File: src/rtl/morse_rx_if.sv
// rtl/morse_rx_if.sv - keying input and decoded-letter outputs of the Morse receiver
interface morse_rx_if;
    logic       key;
    logic [3:0] letter;
    logic       letter_valid;
    logic       letter_error;
    logic       busy;

    modport master (
        input  key,
        output letter,
        output letter_valid,
        output letter_error,
        output busy
    );

    modport slave (
        output key,
        input  letter,
        input  letter_valid,
        input  letter_error,
        input  busy
    );
endinterface

File: src/rtl/morse_rx.sv
// rtl/morse_rx.sv - on/off keying receiver: times marks/gaps, collects symbols, decodes A..H
module morse_rx #(
    parameter int UNIT_CYCLES = 4,
    parameter int DASH_MIN    = 2 * UNIT_CYCLES,
    parameter int LETTER_GAP  = 3 * UNIT_CYCLES,
    parameter int CNT_W       = 8
) (
    input  logic         clk,
    input  logic         reset,
    morse_rx_if.master   rx
);
    typedef enum logic [1:0] {IDLE, MARK, SPACE} state_t;

    localparam logic [CNT_W-1:0] CNT_MAX  = {CNT_W{1'b1}};
    localparam logic [CNT_W-1:0] DASH_TH  = CNT_W'(DASH_MIN);
    localparam logic [CNT_W-1:0] GAP_LAST = CNT_W'(LETTER_GAP - 1);

    state_t           state_q;
    logic             key_meta_q;
    logic             key_s_q;
    logic [CNT_W-1:0] mark_cnt_q;
    logic [CNT_W-1:0] gap_cnt_q;
    logic [3:0]       sym_bits_q;
    logic [2:0]       sym_cnt_q;
    logic             overflow_q;
    logic [3:0]       letter_q;
    logic             valid_q;
    logic             error_q;
    logic             busy_q;

    logic             dec_ok;
    logic [3:0]       dec_idx;

    // Symbols sit LSB-first with 1=dot; bits above sym_cnt are always 0.
    always_comb begin
        dec_ok  = 1'b1;
        dec_idx = 4'd0;
        case ({sym_cnt_q, sym_bits_q})
            {3'd2, 4'b0001}: dec_idx = 4'd0;
            {3'd4, 4'b1110}: dec_idx = 4'd1;
            {3'd4, 4'b1010}: dec_idx = 4'd2;
            {3'd3, 4'b0110}: dec_idx = 4'd3;
            {3'd1, 4'b0001}: dec_idx = 4'd4;
            {3'd4, 4'b1011}: dec_idx = 4'd5;
            {3'd3, 4'b0100}: dec_idx = 4'd6;
            {3'd4, 4'b1111}: dec_idx = 4'd7;
            default:         dec_ok  = 1'b0;
        endcase
    end

    always_ff @(posedge clk) begin
        if (reset) begin
            state_q    <= IDLE;
            key_meta_q <= 1'b0;
            key_s_q    <= 1'b0;
            mark_cnt_q <= '0;
            gap_cnt_q  <= '0;
            sym_bits_q <= 4'd0;
            sym_cnt_q  <= 3'd0;
            overflow_q <= 1'b0;
            letter_q   <= 4'd0;
            valid_q    <= 1'b0;
            error_q    <= 1'b0;
            busy_q     <= 1'b0;
        end else begin
            key_meta_q <= rx.key;
            key_s_q    <= key_meta_q;
            valid_q    <= 1'b0;
            error_q    <= 1'b0;
            case (state_q)
                IDLE: begin
                    if (key_s_q) begin
                        state_q    <= MARK;
                        mark_cnt_q <= CNT_W'(1);
                        busy_q     <= 1'b1;
                    end
                end
                MARK: begin
                    if (key_s_q) begin
                        if (mark_cnt_q != CNT_MAX)
                            mark_cnt_q <= mark_cnt_q + 1'b1;
                    end else begin
                        if (sym_cnt_q < 3'd4) begin
                            sym_bits_q[sym_cnt_q[1:0]] <= (mark_cnt_q < DASH_TH);
                            sym_cnt_q <= sym_cnt_q + 3'd1;
                        end else begin
                            overflow_q <= 1'b1;
                        end
                        gap_cnt_q <= CNT_W'(1);
                        state_q   <= SPACE;
                    end
                end
                SPACE: begin
                    if (key_s_q) begin
                        state_q    <= MARK;
                        mark_cnt_q <= CNT_W'(1);
                    end else if (gap_cnt_q == GAP_LAST) begin
                        if (dec_ok && !overflow_q) begin
                            letter_q <= dec_idx;
                            valid_q  <= 1'b1;
                        end else begin
                            error_q  <= 1'b1;
                        end
                        sym_bits_q <= 4'd0;
                        sym_cnt_q  <= 3'd0;
                        overflow_q <= 1'b0;
                        busy_q     <= 1'b0;
                        state_q    <= IDLE;
                    end else begin
                        gap_cnt_q <= gap_cnt_q + 1'b1;
                    end
                end
                default: begin
                    state_q <= IDLE;
                    busy_q  <= 1'b0;
                end
            endcase
        end
    end

    assign rx.letter       = letter_q;
    assign rx.letter_valid = valid_q;
    assign rx.letter_error = error_q;
    assign rx.busy         = busy_q;
endmodule
File: src/flat_wrapper.sv
// flat-port wrapper written by rule: the top's interface ports become plain ports
module morse_rx_flat 
#(
    parameter int UNIT_CYCLES = 4,
    parameter int DASH_MIN    = 2 * UNIT_CYCLES,
    parameter int LETTER_GAP  = 3 * UNIT_CYCLES,
    parameter int CNT_W       = 8
)
  (clk, reset, rx_key, rx_letter, rx_letter_valid, rx_letter_error, rx_busy);
  morse_rx_if rx_i ();
  input  logic clk;
  input  logic reset;
  input wire logic [$bits(rx_i.key)-1:0] rx_key;
  output wire logic [$bits(rx_i.letter)-1:0] rx_letter;
  output wire logic [$bits(rx_i.letter_valid)-1:0] rx_letter_valid;
  output wire logic [$bits(rx_i.letter_error)-1:0] rx_letter_error;
  output wire logic [$bits(rx_i.busy)-1:0] rx_busy;
  assign rx_i.key = rx_key;
  assign rx_letter = rx_i.letter;
  assign rx_letter_valid = rx_i.letter_valid;
  assign rx_letter_error = rx_i.letter_error;
  assign rx_busy = rx_i.busy;
  morse_rx #(.UNIT_CYCLES(UNIT_CYCLES), .DASH_MIN(DASH_MIN), .LETTER_GAP(LETTER_GAP), .CNT_W(CNT_W)) u_core (.clk(clk), .reset(reset), .rx(rx_i));
endmodule
File: config.mk
export PLATFORM = sky130hd
export DESIGN_NAME = morse_rx_flat
export DESIGN_NICKNAME = d
export VERILOG_FILES = /design/src/rtl/morse_rx_if.sv /design/src/rtl/morse_rx.sv /design/src/flat_wrapper.sv
export SDC_FILE = /design/constraint.sdc
export NUM_CORES = 1
export LEC_CHECK = 0
export CAP_MARGIN = 20
export CORE_ASPECT_RATIO = 0.75
export CORE_MARGIN = 2
export CORE_UTILIZATION = 53
export DETAILED_ROUTE_END_ITERATION = 10
export PLACE_DENSITY = 0.84
export SLEW_MARGIN = 25
export SYNTH_ARGS = -nofsm -noshare
export SYNTH_HDL_FRONTEND = slang
export SYNTH_SLANG_ARGS = --single-unit
File: constraint.sdc
create_clock -name clk -period 1.5 [get_ports clk]
set_input_delay 0.45 -clock clk [delete_from_list [all_inputs] [get_ports clk]]
set_output_delay 0.45 -clock clk [all_outputs]
set_load 0.01 [all_outputs]
### Word-level counts from Yosys, hierarchy flattened

Index checks and enable logic that the tools add are counted.

* word-level logic and storage cells: 99
* register bits: 35
* output and inout port bits: 7
* input bits: 3

* $add $sub $neg: 3
* multiplexer cells: 37
* order comparisons: 4
* eq/ne operators: 23
* bitwise gates (word level): 4
* reduce and logical (&&, ||, !) cells: 16

Operators with widths (number)
* 8-bit 2-to-1 mux: 6
* 8-bit case mux with 2 select lines: 2
* 7-bit == test, second input constant: 4
* 7-bit by 6-bit == test with 1-bit output, second input constant: 3
* 3-bit case mux with 7 select lines: 1
* 8-bit by 1-bit adder with 8-bit output, second input constant: 2
* 4-bit 2-to-1 mux: 4
* 4-bit AND reduction: 4
* 3-bit 2-to-1 mux: 4
* 2-bit by 1-bit != test with 1-bit output, second input constant: 6
* 5-bit AND reduction: 2
* 1-bit 2-to-1 mux: 9
* 8-bit by 4-bit == test with 1-bit output, second input constant: 1
* 8-bit by 4-bit < comparator with 1-bit output, second input constant: 1
* 2-bit 2-to-1 mux: 4
* 2-bit != test, second input constant: 4
* 8-bit != test, second input constant: 1
* 4-bit case mux with 2 select lines: 1
* 8-bit OR reduction: 1
* 7-bit by 5-bit == test with 1-bit output, second input constant: 1
* 2-bit case mux with 3 select lines: 1
* 3-bit case mux with 2 select lines: 1
* 4-bit bitwise mux: 1
* 1-bit NOT: 4
* other kinds (17): 19

### Logic depth before layout (Yosys ltp)

* word-level depth: 8
* mapped depth: 6
* depth with buffers taken out: 6

### Least setup slack after synthesis

Ideal clock, no wire load.

* path type: flip-flop to flip-flop
* start point: register u_core.sym_cnt_q[2]
* end point: register u_core.letter_q[0], in the netlist u_core.rx.letter[0]
* clock period less this slack: 1.629 ns
* cell stages (with the launch flop): 5
* arrival time: 1.498 ns
* data required time: 1.368 ns
* library setup time: 0.132 ns
* slack: -0.129 ns
* buffers on the path: 0
* cell sequence: dfxtp_1 > or4b_4 > o311a_2 > nor3_1 > nor3_1

* word-level cells in the longest chain between the ends: 5
* elaborated cells between the ends (all ways): 13
* classes of those cells: eq/ne (8); mux (2); reduce/logical (3)

Ends and longest elaborated chain
* start: declaration: line morse_rx.sv:24 `logic [2:0] sym_cnt_q;`
* start signal: assignment: line morse_rx.sv:85 `sym_cnt_q <= sym_cnt_q + 3'd1;`
* 7-bit by 6-bit == test with 1-bit output (tied with other cells): line morse_rx.sv:38 `case ({sym_cnt_q, sym_bits_q})`
* 8-bit OR reduction (no line)
* 1-bit 2-to-1 mux: line morse_rx.sv:38
* 1-bit logical AND: line morse_rx.sv:98 `if (dec_ok && !overflow_q) begin`
* 4-bit AND reduction (no line)
* end signal: assignment: line morse_rx.sv:99 `letter_q <= dec_idx;`
* end: declaration: line morse_rx.sv:26 `logic [3:0] letter_q;`

Parallel ways exist; a longest one is shown, timed or not.
A chain may end at the register's enable or synchronous reset.

### Final worst setup path

* start point: register u_core.gap_cnt_q[0]
* end point: register u_core.sym_bits_q[3]

* word-level cells in the longest chain between the ends: 3

Ends and longest elaborated chain
* start: declaration: line morse_rx.sv:22 `logic [CNT_W-1:0] gap_cnt_q;`
* start signal: assignment: line morse_rx.sv:110 `gap_cnt_q <= gap_cnt_q + 1'b1;`
* 8-bit by 4-bit == test with 1-bit output: line morse_rx.sv:97 `end else if (gap_cnt_q == GAP_LAST) begin`
* 2-bit by 1-bit != test with 1-bit output (no line)
* 5-bit AND reduction (no line)
* end signal: indexed assignment: line morse_rx.sv:84 `sym_bits_q[sym_cnt_q[1:0]] <= (mark_cnt_q < DASH_TH);`
* end: declaration: line morse_rx.sv:23 `logic [3:0] sym_bits_q;`

Every way passes these cells.

==> metrics.md <==
| Metric | Value |
|---|---|
| Status | complete, but fails checks |
| Violated checks | setup timing |
| Final wirelength | 5.90 mm |
| # H-tree levels | 2 |
| Post-route setup slack | -254 ps |
| CP cell instances | ha_4 > nor4b_4 > buf_4 > a31oi_4 > or4_1 > a21oi_1 |
| Post-CTS Hold Buffers | 0 |
| Period utilisation layout | 117% |
| TritonCTS clock tree | yes |
| Footprint of the multi-input gates | 1360 sq um |
| Cell class contributing the biggest share of worst-path delay | simple AND/OR/NAND/NOR gates |
| Post-synthesis instance total | 217 |
| Boundary Pins | 10 |
| Worst VDD drop | slightly above 0.6 mV |
| Die width | 71.9 um |
| Fin Setup TNS | -1510 ps |
| Synth Cell Area | 1830 sq um |
| Port-buffer cells | 8 |
| Worst EP arrival | between 1500 and 2000 ps |
| Leak | about 1.1 nW |
| Synth-to-layout area growth | 52.7% |
| Flops & latches, synth | 34 |
| Library cells used by synthesis | 51 |
| Synth Warn # | 0 |
| CTS Buf Count | 5 |
| Slew Viols, Final | 0 |
| Drc violations | 0 |
| Clock sink total | 34 |
| Cell area power density | just over 700 nW/um^2 |
| First-pass GRT wire length | 7.62 mm |
| Post-DP HPWL | 3.28 mm |
| Post-synth EDFFs | 0 |
| Final setup fails | 15 |
| Synth area leaders | dfxtp_1, a21oi_1, ha_1 |
| Stages on the worst setup path | 6 |
| Die area | 3950 sq um |
| ANT cells | 0 |
| Hold Path Class | register to register |
| Max capacitance violation total | 0 |
| Die Ht | 55.0 um |
| Sequential cell area | 706 sq um |
| Post-layout min period | between 1500 and 2000 ps |
| Routed via count | just under 2000 |
| Critical Path Start Type | register |
| Std-Cell Core Area | 3310 sq um |
| Worst setup path category | register to register |
| Clock skew | between 6 and 7 ps |
| Share of the synthesized area in the top cell type | ~37% |
| Routed Antenna Nets | 0 |
| RSZ-0062 raised after global routing | yes |
| Starting DRT DRC Count | 170 |
| Clk_lat worst skew | 290 ps |
| Mean post-synth cell area | roughly 8.5 sq um |
| Pre-CTS setup slack | -171 ps |
| CTS clk-pin slew, worst paths | 70 ps |
| Worst path bufs/invs | 1 |
| Fmax | between 500 and 600 MHz |
| Primary FF master, synth | dfxtp_1 |
| FILL cells | 173 |
| Drt pass-1 iters | 4 |
| Vias in the first global route | about 1700 |
| Syn Nets | 227 |
| Initial antenna violation count | 0 |
| Routability-driven placement congestion ratio | a little under 0.9 |
| Via density | 6.17 |
| Row Count | 18 |
| Slowest-stage cell, CP | or4_1 |
| Share of cells above drive strength 1 | 44.1% |
| Root buf cell | clkbuf_8 |
| Register area share after synthesis | 37.1% |
| Initial Utilization | approximately 55% |
| Routed wire per std cell | 18.4 um |
| Ys async rst share | 0% |
| GR Overflow Total | 0 |
| Cell taking the most area after synthesis | dfxtp_1 |
| Worst reg2reg path depth | 6 |
| Fin. Hold Viols | 0 |
| All-Layer GR Usage | roughly 25% |
| Crit-path max cell delay | 440 ps |
| CP Capture Type | register |
| Worst Path Max Fanout | 4 |
| Final #Nets | 291 |
| Bufs on Longest Clock Path | 2 |
| Hold Crit Depth | 1 |
| Largest net degree at the start of global routing | 20 |
| Critical Path RT | 1710 ps |
-- logic make-up (layout without fill, tap and decap cells) --
group / after synthesis / in the layout / synth area share, %
XOR/XNOR: 4 / 4 / 1.91
other: 1 / 1 / 0.204
adder cells (fa/ha/maj): 7 / 7 / 4.77
AO/OA/AOI/OAI: 64 / 64 / 22.6
flip-flops: 34 / 34 / 37.1
buffers and inverters: 19 / 83 / 4.16
AND/OR/NAND/NOR: 85 / 85 / 27.5
multiplexers: 3 / 3 / 1.71
-- sequential cells by signal (all words and copies together), names as in the netlist, 2 cells and up --
| signal | cells |
|---|---|
| u_core.sym_cnt_q | 3 |
| u_core.mark_cnt_q | 8 |
| u_core.sym_bits_q | 4 |
| u_core.rx.letter | 3 |
| u_core.gap_cnt_q | 8 |
| u_core.state_q | 2 |
-- per-stage QoR --
step                std cells  util, %  hold WS, ps  power, mW  instance area, sq um
global route              321     84.6          450       2.02                  2800
global placement          305     70.7          420       1.08                  2340
detailed placement        305     70.7          426       1.09                  2340
floorplan                 217        -          414       1.02                  1870
finish                    321     84.6          436       1.97                  2800
CTS                       312     76.2          443       1.94                  2520
-- where the power goes --
part	internal (mW)	switching (mW)	leakage, nW
combinational	0.0846	0.0930	0.738
sequential	0.909	0.0128	0.281
clock	0.532	0.342	0.0573
total	1.53	0.447	1.08
-- cell usage in the layout, fill, tap and decap left out, drive strengths merged, types with 5 or more instances in the layout --
cell type,n
ha,7
or4,5
clkbuf,6
o21ai,14
a31oi,6
nand2,13
buf,57
dfxtp,34
nor2,19
nor3,6
inv,11
o31ai,6
or3,7
nor2b,5
dlygate4sd2,6
a21oi,22
-- final timing paths --
check	start	endpoint	slack, ps
setup reg to reg	u_core.gap_cnt_q[0]	u_core.sym_bits_q[3]	-250
hold reg to reg	u_core.key_meta_q	u_core.key_s_q	440
hold / removal	u_core.key_meta_q	u_core.key_s_q	440
setup / recovery	u_core.gap_cnt_q[0]	u_core.sym_bits_q[3]	-250
-- metal layers --
layer  GRT usage, %  wire (um)
met1           31.7       2480
met2           43.8       2860
met3           5.25        332
met4           10.4        221
met5              0          0
-- layout make-up --
cell class                 count  area share (%)
clock inverter                 1            1.07
inverter                      11            1.47
sequential                    34            25.2
timing repair buffer          65            19.0
multi-input combinational    164            48.5
tap                           40            1.79
clock buffer                   6            2.95
-- timing repair --
item,CTS,global route
setup endpoints to repair,27,25
setup buffers,0,9
pin swaps,9,22
gates resized for setup,24,49
-- Yosys cell counts (2+ instances only) --
master,count
o2111ai_1,2
nand4b_1,2
o21ai_0,13
nand2b_1,3
a21oi_1,22
xor2_1,4
clkbuf_1,5
or2_2,3
o31ai_1,6
nor2_1,19
nand3_1,4
nor3_1,6
or3_1,7
ha_1,7
o22ai_1,2
a31oi_1,6
o211ai_1,3
nor3b_1,3
dfxtp_1,34
inv_1,11
nand4_1,4
nor2b_1,5
nand2_1,13
mux2i_1,2
or4_1,5
Note: power is estimated with default switching activity, not from simulation.
